### config.mk
export PLATFORM = sky130hd
export DESIGN_NAME = hazard_detection_flat
export DESIGN_NICKNAME = d
export VERILOG_FILES = /design/src/rtl/hazard_detection_if.sv /design/src/rtl/hazard_detection.sv /design/src/flat_wrapper.sv
export SDC_FILE = /design/constraint.sdc
export NUM_CORES = 1
export LEC_CHECK = 0
export ABC_AREA = 1
export CORE_AREA = 2 2 87 72
export CTS_CLUSTER_SIZE = 14
export DETAILED_ROUTE_END_ITERATION = 10
export DIE_AREA = 0 0 89 74
export PLACE_DENSITY = 0.84
export SYNTH_ARGS = -nofsm -noshare
export SYNTH_HDL_FRONTEND = slang
export SYNTH_SLANG_ARGS = --single-unit
export TNS_END_PERCENT = 1
### constraint.sdc
create_clock -name clock -period 1.75 [get_ports clock]
set_input_delay 0.175 -clock clock [delete_from_list [all_inputs] [get_ports clock]]
set_output_delay 0.175 -clock clock [all_outputs]
set_load 0.03 [all_outputs]
### src/rtl/hazard_detection_if.sv
// Hazard-unit bundle: ID/EX/MEM pipeline observations in, pipeline control and
// hazard FSM/counter status out.
interface hazard_detection_if #(
  parameter int unsigned CNT_WIDTH = 16
);
  logic                 isJump;
  logic [1:0]           branchSrc;
  logic [1:0]           compareCode;
  logic                 branchTaken;
  logic [4:0]           idRs;
  logic [4:0]           idRt;
  logic                 idUsesRt;
  logic                 exMemRead;
  logic                 exRegWrite;
  logic [4:0]           exRd;
  logic                 memMemRead;
  logic [4:0]           memRd;
  logic                 pcWrite;
  logic                 ifidWrite;
  logic                 ifidFlush;
  logic                 nopSel;
  logic [1:0]           hazState;
  logic [CNT_WIDTH-1:0] stallCount;
  logic [CNT_WIDTH-1:0] flushCount;

  modport slave (
    input  isJump, branchSrc, compareCode, branchTaken, idRs, idRt, idUsesRt,
    input  exMemRead, exRegWrite, exRd, memMemRead, memRd,
    output pcWrite, ifidWrite, ifidFlush, nopSel, hazState, stallCount, flushCount
  );

  modport master (
    output isJump, branchSrc, compareCode, branchTaken, idRs, idRt, idUsesRt,
    output exMemRead, exRegWrite, exRd, memMemRead, memRd,
    input  pcWrite, ifidWrite, ifidFlush, nopSel, hazState, stallCount, flushCount
  );
endinterface

### src/rtl/hazard_detection.sv
// Load-use and branch-operand hazard detection with a RUN/STALL/REDIRECT FSM
// and saturating stall/flush event counters.
module hazard_detection #(
  parameter int unsigned CNT_WIDTH = 16
) (
  input logic               clock,
  input logic               reset,
  hazard_detection_if.slave hd
);

  typedef enum logic [1:0] {
    StRun      = 2'b00,
    StStall    = 2'b01,
    StRedirect = 2'b10,
    StUnused   = 2'b11
  } haz_state_e;

  haz_state_e state_q, state_d;
  logic [CNT_WIDTH-1:0] stallCount_q, flushCount_q;

  logic inRedirect;
  logic loadUse;
  logic condBranch, regBranch;
  logic rsHit, rtHit, branchHaz;
  logic stall, redirect;

  assign inRedirect = (state_q == StRedirect);

  // $zero is hard-wired, so a write to it never creates a dependency.
  assign loadUse = hd.exMemRead && (hd.exRd != 5'd0) &&
                   ((hd.exRd == hd.idRs) || (hd.idUsesRt && (hd.exRd == hd.idRt)));

  assign condBranch = (hd.compareCode == 2'b01) || (hd.compareCode == 2'b10);
  assign regBranch  = condBranch || ((hd.compareCode == 2'b11) && (hd.branchSrc == 2'b10));

  assign rsHit = (hd.idRs != 5'd0) &&
                 ((hd.exRegWrite && (hd.exRd == hd.idRs)) ||
                  (hd.memMemRead && (hd.memRd == hd.idRs)));
  assign rtHit = (hd.idRt != 5'd0) &&
                 ((hd.exRegWrite && (hd.exRd == hd.idRt)) ||
                  (hd.memMemRead && (hd.memRd == hd.idRt)));

  assign branchHaz = regBranch && (rsHit || (condBranch && rtHit));

  // ID holds a flushed NOP while redirecting, so its inputs are meaningless then.
  assign stall    = (loadUse || branchHaz) && !inRedirect;
  assign redirect = !stall && !inRedirect &&
                    (hd.isJump || (condBranch && hd.branchTaken));

  always_ff @(posedge clock) begin
    if (reset) begin
      state_q <= StRun;
    end else begin
      state_q <= state_d;
    end
  end

  always_comb begin
    state_d = StRun;
    unique case (state_q)
      StRun, StStall: begin
        if (stall) begin
          state_d = StStall;
        end else if (redirect) begin
          state_d = StRedirect;
        end else begin
          state_d = StRun;
        end
      end
      StRedirect: state_d = StRun;
      default:    state_d = StRun;
    endcase
  end

  always_comb begin
    hd.pcWrite   = 1'b1;
    hd.ifidWrite = 1'b1;
    hd.ifidFlush = 1'b0;
    hd.nopSel    = 1'b0;
    if (reset) begin
      hd.pcWrite   = 1'b0;
      hd.ifidWrite = 1'b0;
      hd.ifidFlush = 1'b1;
      hd.nopSel    = 1'b1;
    end else if (stall) begin
      hd.pcWrite   = 1'b0;
      hd.ifidWrite = 1'b0;
      hd.nopSel    = 1'b1;
    end else if (redirect) begin
      hd.ifidFlush = 1'b1;
    end
  end

  always_ff @(posedge clock) begin
    if (reset) begin
      stallCount_q <= '0;
      flushCount_q <= '0;
    end else begin
      if (stall && (stallCount_q != '1)) begin
        stallCount_q <= stallCount_q + CNT_WIDTH'(1);
      end
      if (redirect && (flushCount_q != '1)) begin
        flushCount_q <= flushCount_q + CNT_WIDTH'(1);
      end
    end
  end

  assign hd.hazState   = state_q;
  assign hd.stallCount = stallCount_q;
  assign hd.flushCount = flushCount_q;

endmodule
### src/flat_wrapper.sv
// flat-port wrapper written by rule: the top's interface ports become plain ports
module hazard_detection_flat 
#(
  parameter int unsigned CNT_WIDTH = 16
)
  (clock, reset, hd_isJump, hd_branchSrc, hd_compareCode, hd_branchTaken, hd_idRs, hd_idRt, hd_idUsesRt, hd_exMemRead, hd_exRegWrite, hd_exRd, hd_memMemRead, hd_memRd, hd_pcWrite, hd_ifidWrite, hd_ifidFlush, hd_nopSel, hd_hazState, hd_stallCount, hd_flushCount);
  hazard_detection_if #(.CNT_WIDTH(CNT_WIDTH)) hd_i ();
  input logic clock;
  input logic reset;
  input wire logic [$bits(hd_i.isJump)-1:0] hd_isJump;
  input wire logic [$bits(hd_i.branchSrc)-1:0] hd_branchSrc;
  input wire logic [$bits(hd_i.compareCode)-1:0] hd_compareCode;
  input wire logic [$bits(hd_i.branchTaken)-1:0] hd_branchTaken;
  input wire logic [$bits(hd_i.idRs)-1:0] hd_idRs;
  input wire logic [$bits(hd_i.idRt)-1:0] hd_idRt;
  input wire logic [$bits(hd_i.idUsesRt)-1:0] hd_idUsesRt;
  input wire logic [$bits(hd_i.exMemRead)-1:0] hd_exMemRead;
  input wire logic [$bits(hd_i.exRegWrite)-1:0] hd_exRegWrite;
  input wire logic [$bits(hd_i.exRd)-1:0] hd_exRd;
  input wire logic [$bits(hd_i.memMemRead)-1:0] hd_memMemRead;
  input wire logic [$bits(hd_i.memRd)-1:0] hd_memRd;
  output wire logic [$bits(hd_i.pcWrite)-1:0] hd_pcWrite;
  output wire logic [$bits(hd_i.ifidWrite)-1:0] hd_ifidWrite;
  output wire logic [$bits(hd_i.ifidFlush)-1:0] hd_ifidFlush;
  output wire logic [$bits(hd_i.nopSel)-1:0] hd_nopSel;
  output wire logic [$bits(hd_i.hazState)-1:0] hd_hazState;
  output wire logic [$bits(hd_i.stallCount)-1:0] hd_stallCount;
  output wire logic [$bits(hd_i.flushCount)-1:0] hd_flushCount;
  assign hd_i.isJump = hd_isJump;
  assign hd_i.branchSrc = hd_branchSrc;
  assign hd_i.compareCode = hd_compareCode;
  assign hd_i.branchTaken = hd_branchTaken;
  assign hd_i.idRs = hd_idRs;
  assign hd_i.idRt = hd_idRt;
  assign hd_i.idUsesRt = hd_idUsesRt;
  assign hd_i.exMemRead = hd_exMemRead;
  assign hd_i.exRegWrite = hd_exRegWrite;
  assign hd_i.exRd = hd_exRd;
  assign hd_i.memMemRead = hd_memMemRead;
  assign hd_i.memRd = hd_memRd;
  assign hd_pcWrite = hd_i.pcWrite;
  assign hd_ifidWrite = hd_i.ifidWrite;
  assign hd_ifidFlush = hd_i.ifidFlush;
  assign hd_nopSel = hd_i.nopSel;
  assign hd_hazState = hd_i.hazState;
  assign hd_stallCount = hd_i.stallCount;
  assign hd_flushCount = hd_i.flushCount;
  hazard_detection #(.CNT_WIDTH(CNT_WIDTH)) u_core (.clock(clock), .reset(reset), .hd(hd_i));
endmodule
==> impl_metrics.yaml <==
status:
  status: "finished, final reports clean"
global_routing:
  met1_usage: 0.312
  gr-usage-all-layers: 0.228
  grt-ovfl-total: 0
  top_usage_layer: "met2"
  grt_pass1_wl_um: 12000
  grtUsageMet2: 0.372
  antenna_found_initial: 0
  grt_pass1_vias: 2730
  grt_max_degree: 19
  use_met3: 0.0366
setup_path:
  crit_slowest_cell: "dfxtp_2"
  crit_path_end_kind: "flip-flop"
  cp_num_buf_inv: 2
  critPathArrivalTime_ps: 1930
  crit-reg2reg-launch: "u_core.hd.flushCount[0]$_SDFFE_PP0P_"
  cp_top_family: "simple AND/OR/NAND/NOR gates"
  required_ps: 1930
  crit_path_max_fanout: 8
  r2r_setup_slack_ps: 3
  crit_chain: "ha_4, nand2_2, inv_2, nand2_2, nor2_4, nand3_2, nor2_4, buf_6, nor3_1, nand4_1, o21ai_0, nor2_1"
  path_class: "flip-flop to flip-flop"
  r2r_end: "u_core.hd.flushCount[10]$_SDFFE_PP0P_"
  max_stage_delay_ps: 340
  reg2reg_depth: 12
  start_kind: "flip-flop"
route:
  vias: 3078
  viasPerCell: 5.12
  totalWireLength_um: 7870
  antenna_left: 0
  drt_iter0_drc: 171
  drt_pass1_iterations: 4
  drc: 0
  wl_per_cell_um: 13.1
synthesis:
  ys_ff_latch: 34
  netlist_top_cells_count: "nand2_1, inv_1, nor2_1"
  ys_seq_area_frac: 0.271
  synthArstFlopShare: 0
  synth_top_area_frac: 0.271
  yosysTopAreaCell: "dfxtp_1"
  synth_flop_cell: "dfxtp_1"
  synth_edf_count: 0
  syn_nets: 444
  ys_types: 32
  synth.area.top_cells: "dfxtp_1, nand2_1, nand4_1"
  synthesis.area_um2: 2510
  yosys_warnings: 0
  syn-mean-instance-area_um2: 6.14
  syn_inst: 409
  synth.most_common_cell: "nand2_1"
timing:
  skew_ps: 6.64
  worst_pin_slew_ps: 339
  max_freq_ghz: 0.572
  relSlewSlack: 0.773
  setup_violations: 0
  drv_slew: 0
  period_needed_ps: 1750
  postLayoutSetupSlackWorst_ps: 2.84
  fin_crit_sh: 0.998
  rsz0062_at_grt: "true"
  hold_viol_final: 0
floorplan:
  core_um2: 5760
  io_pins: 70
  die_y_um: 74
  start_util: 0.436
  rows: 25
  die_area_um2: 6590
  chipWidth_um: 89
layout:
  stdcell_count: 601
  regArea_um2: 691
  diodes: 0
  synthToLayoutAreaGrowth_pct: 48.9
  multiInputGateArea_um2: 1640
  num-fill-cells: 527
  nets: 554
  drive_above_1_share: 0.271
power_and_ir_drop:
  worst_ir_drop_vdd_mv: 0.413
  p_leak_nw: 1.64
  powerDensity_nw_per_um2: 533
clocking:
  clk_latency_ps: 280
  cts_max_level: 2
  cts_buffers: 5
  cts_root_buf: "clkbuf_8"
  postCtsHoldBufs: 0
  cts_tree: "built"
  clkTransAtPathRegs_ps: 70
  cts.sinks: 34
  clockBufferDepth: 2
worst_hold_path:
  min_path_type: "flip-flop to flip-flop"
  worst_hold_path.num_cells: 3
  min_from: "u_core.hd.hazState[1]$_SDFF_PP0_"
  holdPathEnd: "u_core.hd.hazState[1]$_SDFF_PP0_"
job:
  max_cap_violations: 0
placed_design:
  post-place-ws_ps: -379
  place_congestion: 0.914
  hpwl_um: 5540
  dp_cells: 583
  portBuffers: 69
==> where the power goes <==
group	switching [mW]	internal, mW
combinational	0.322	0.251
clock	0.293	0.318
sequential	0.0145	0.794
==> logic make-up (layout without fill, tap and decap cells) <==
kind of cell	after synthesis	in the layout	synth area share
AND/OR/NAND/NOR	246	246	0.457
buffers and inverters	75	186	0.127
flip-flops	34	34	0.271
AO/OA/AOI/OAI	35	35	0.0738
adder cells (fa/ha/maj)	3	3	0.0150
XOR/XNOR	16	16	0.0558
==> metal layers <==
metal | vias up | routed length, µm | part of all wire
li1 | 1538 | - | -
met1 | 1401 | 3440 | 0.44
met2 | 123 | 3760 | 0.48
met3 | 16 | 545 | 0.069
met4 | 0 | 123 | 0.016
met5 | - | 0 | 0
==> worst register-to-register path: cells and delay by family, from the launching register on <==
| family | cells | cell delay [ps] |
|---|---|---|
| compound gates | 1 | 170 |
| buf+inv | 2 | 180 |
| flops | 1 | 340 |
| fa+ha+maj | 1 | 160 |
| simple gates | 8 | 800 |
==> metrics by stage <==
step	utilization	hold slack (ps)	TNS [ps]	total power [mW]	area, µm²
2_1_floorplan	-	492	-160	1.09	2520
3_3_place_gp	0.611	490	-10380	1.33	3520
3_5_place_dp	0.611	500	-10680	1.34	3520
4_1_cts	0.635	512	0	1.95	3660
5_1_grt	0.649	542	-1210	2.08	3740
6_report	0.649	524	0	1.99	3740
==> repair_timing <==
item / in CTS / in global routing
endpoints found under the hold margin: 0 / 0
pin swaps: 7 / 20
endpoints found under the setup margin: 29 / 20
gates resized for setup: 44 / 66
setup buffers: 3 / 8
==> cell type report <==
class	instances	area share
Multi-Input combinational cell	300	0.439
Clock inverter	1	0.00134
Tap cell	81	0.0271
Sequential cell	34	0.185
Clock buffer	7	0.0231
Timing Repair Buffer	116	0.262
Inverter	62	0.0623
==> cells in the final DEF, fill, tap and decap left out, types with 9 or more instances in the layout <==
| cell type | Yosys | routed |
|---|---|---|
| buf_4 | 2 | 46 |
| dfxtp_1 | 34 | 26 |
| nor2_2 | 2 | 10 |
| nand3_1 | 15 | 15 |
| clkbuf_2 | 0 | 15 |
| nand2_2 | 2 | 11 |
| nand2_1 | 109 | 100 |
| inv_1 | 56 | 46 |
| a21oi_1 | 17 | 15 |
| o21ai_0 | 15 | 9 |
| clkdlybuf4s50_1 | 0 | 42 |
| nand4_1 | 37 | 37 |
| nor2_1 | 56 | 47 |
| nor3_1 | 12 | 9 |
| inv_2 | 6 | 16 |
==> registers in the layout (all words and copies together), names as in the netlist <==
register and cells:
u_core.hd.flushCount 16, u_core.hd.stallCount 16, u_core.hd.hazState 2
==> worst max-delay path by stage <==
stage          cells past startpoint                                 start  slack, ps                                     to
6_report                          12  u_core.hd.flushCount[0]$_SDFFE_PP0P_          3  u_core.hd.flushCount[10]$_SDFFE_PP0P_
5_1_grt                           12  u_core.hd.flushCount[0]$_SDFFE_PP0P_       -130  u_core.hd.flushCount[10]$_SDFFE_PP0P_
4_1_cts                           13                            hd_exRd[3]        0.9                           hd_ifidFlush
3_5_place_dp                      15                            hd_idRt[0]       -380   u_core.hd.flushCount[0]$_SDFFE_PP0P_
3_3_place_gp                      14                            hd_idRt[0]       -380   u_core.hd.stallCount[5]$_SDFFE_PP0P_
2_1_floorplan                      8      u_core.hd.hazState[1]$_SDFF_PP0_        -60                             hd_pcWrite
(Power assumes the default switching activity.)
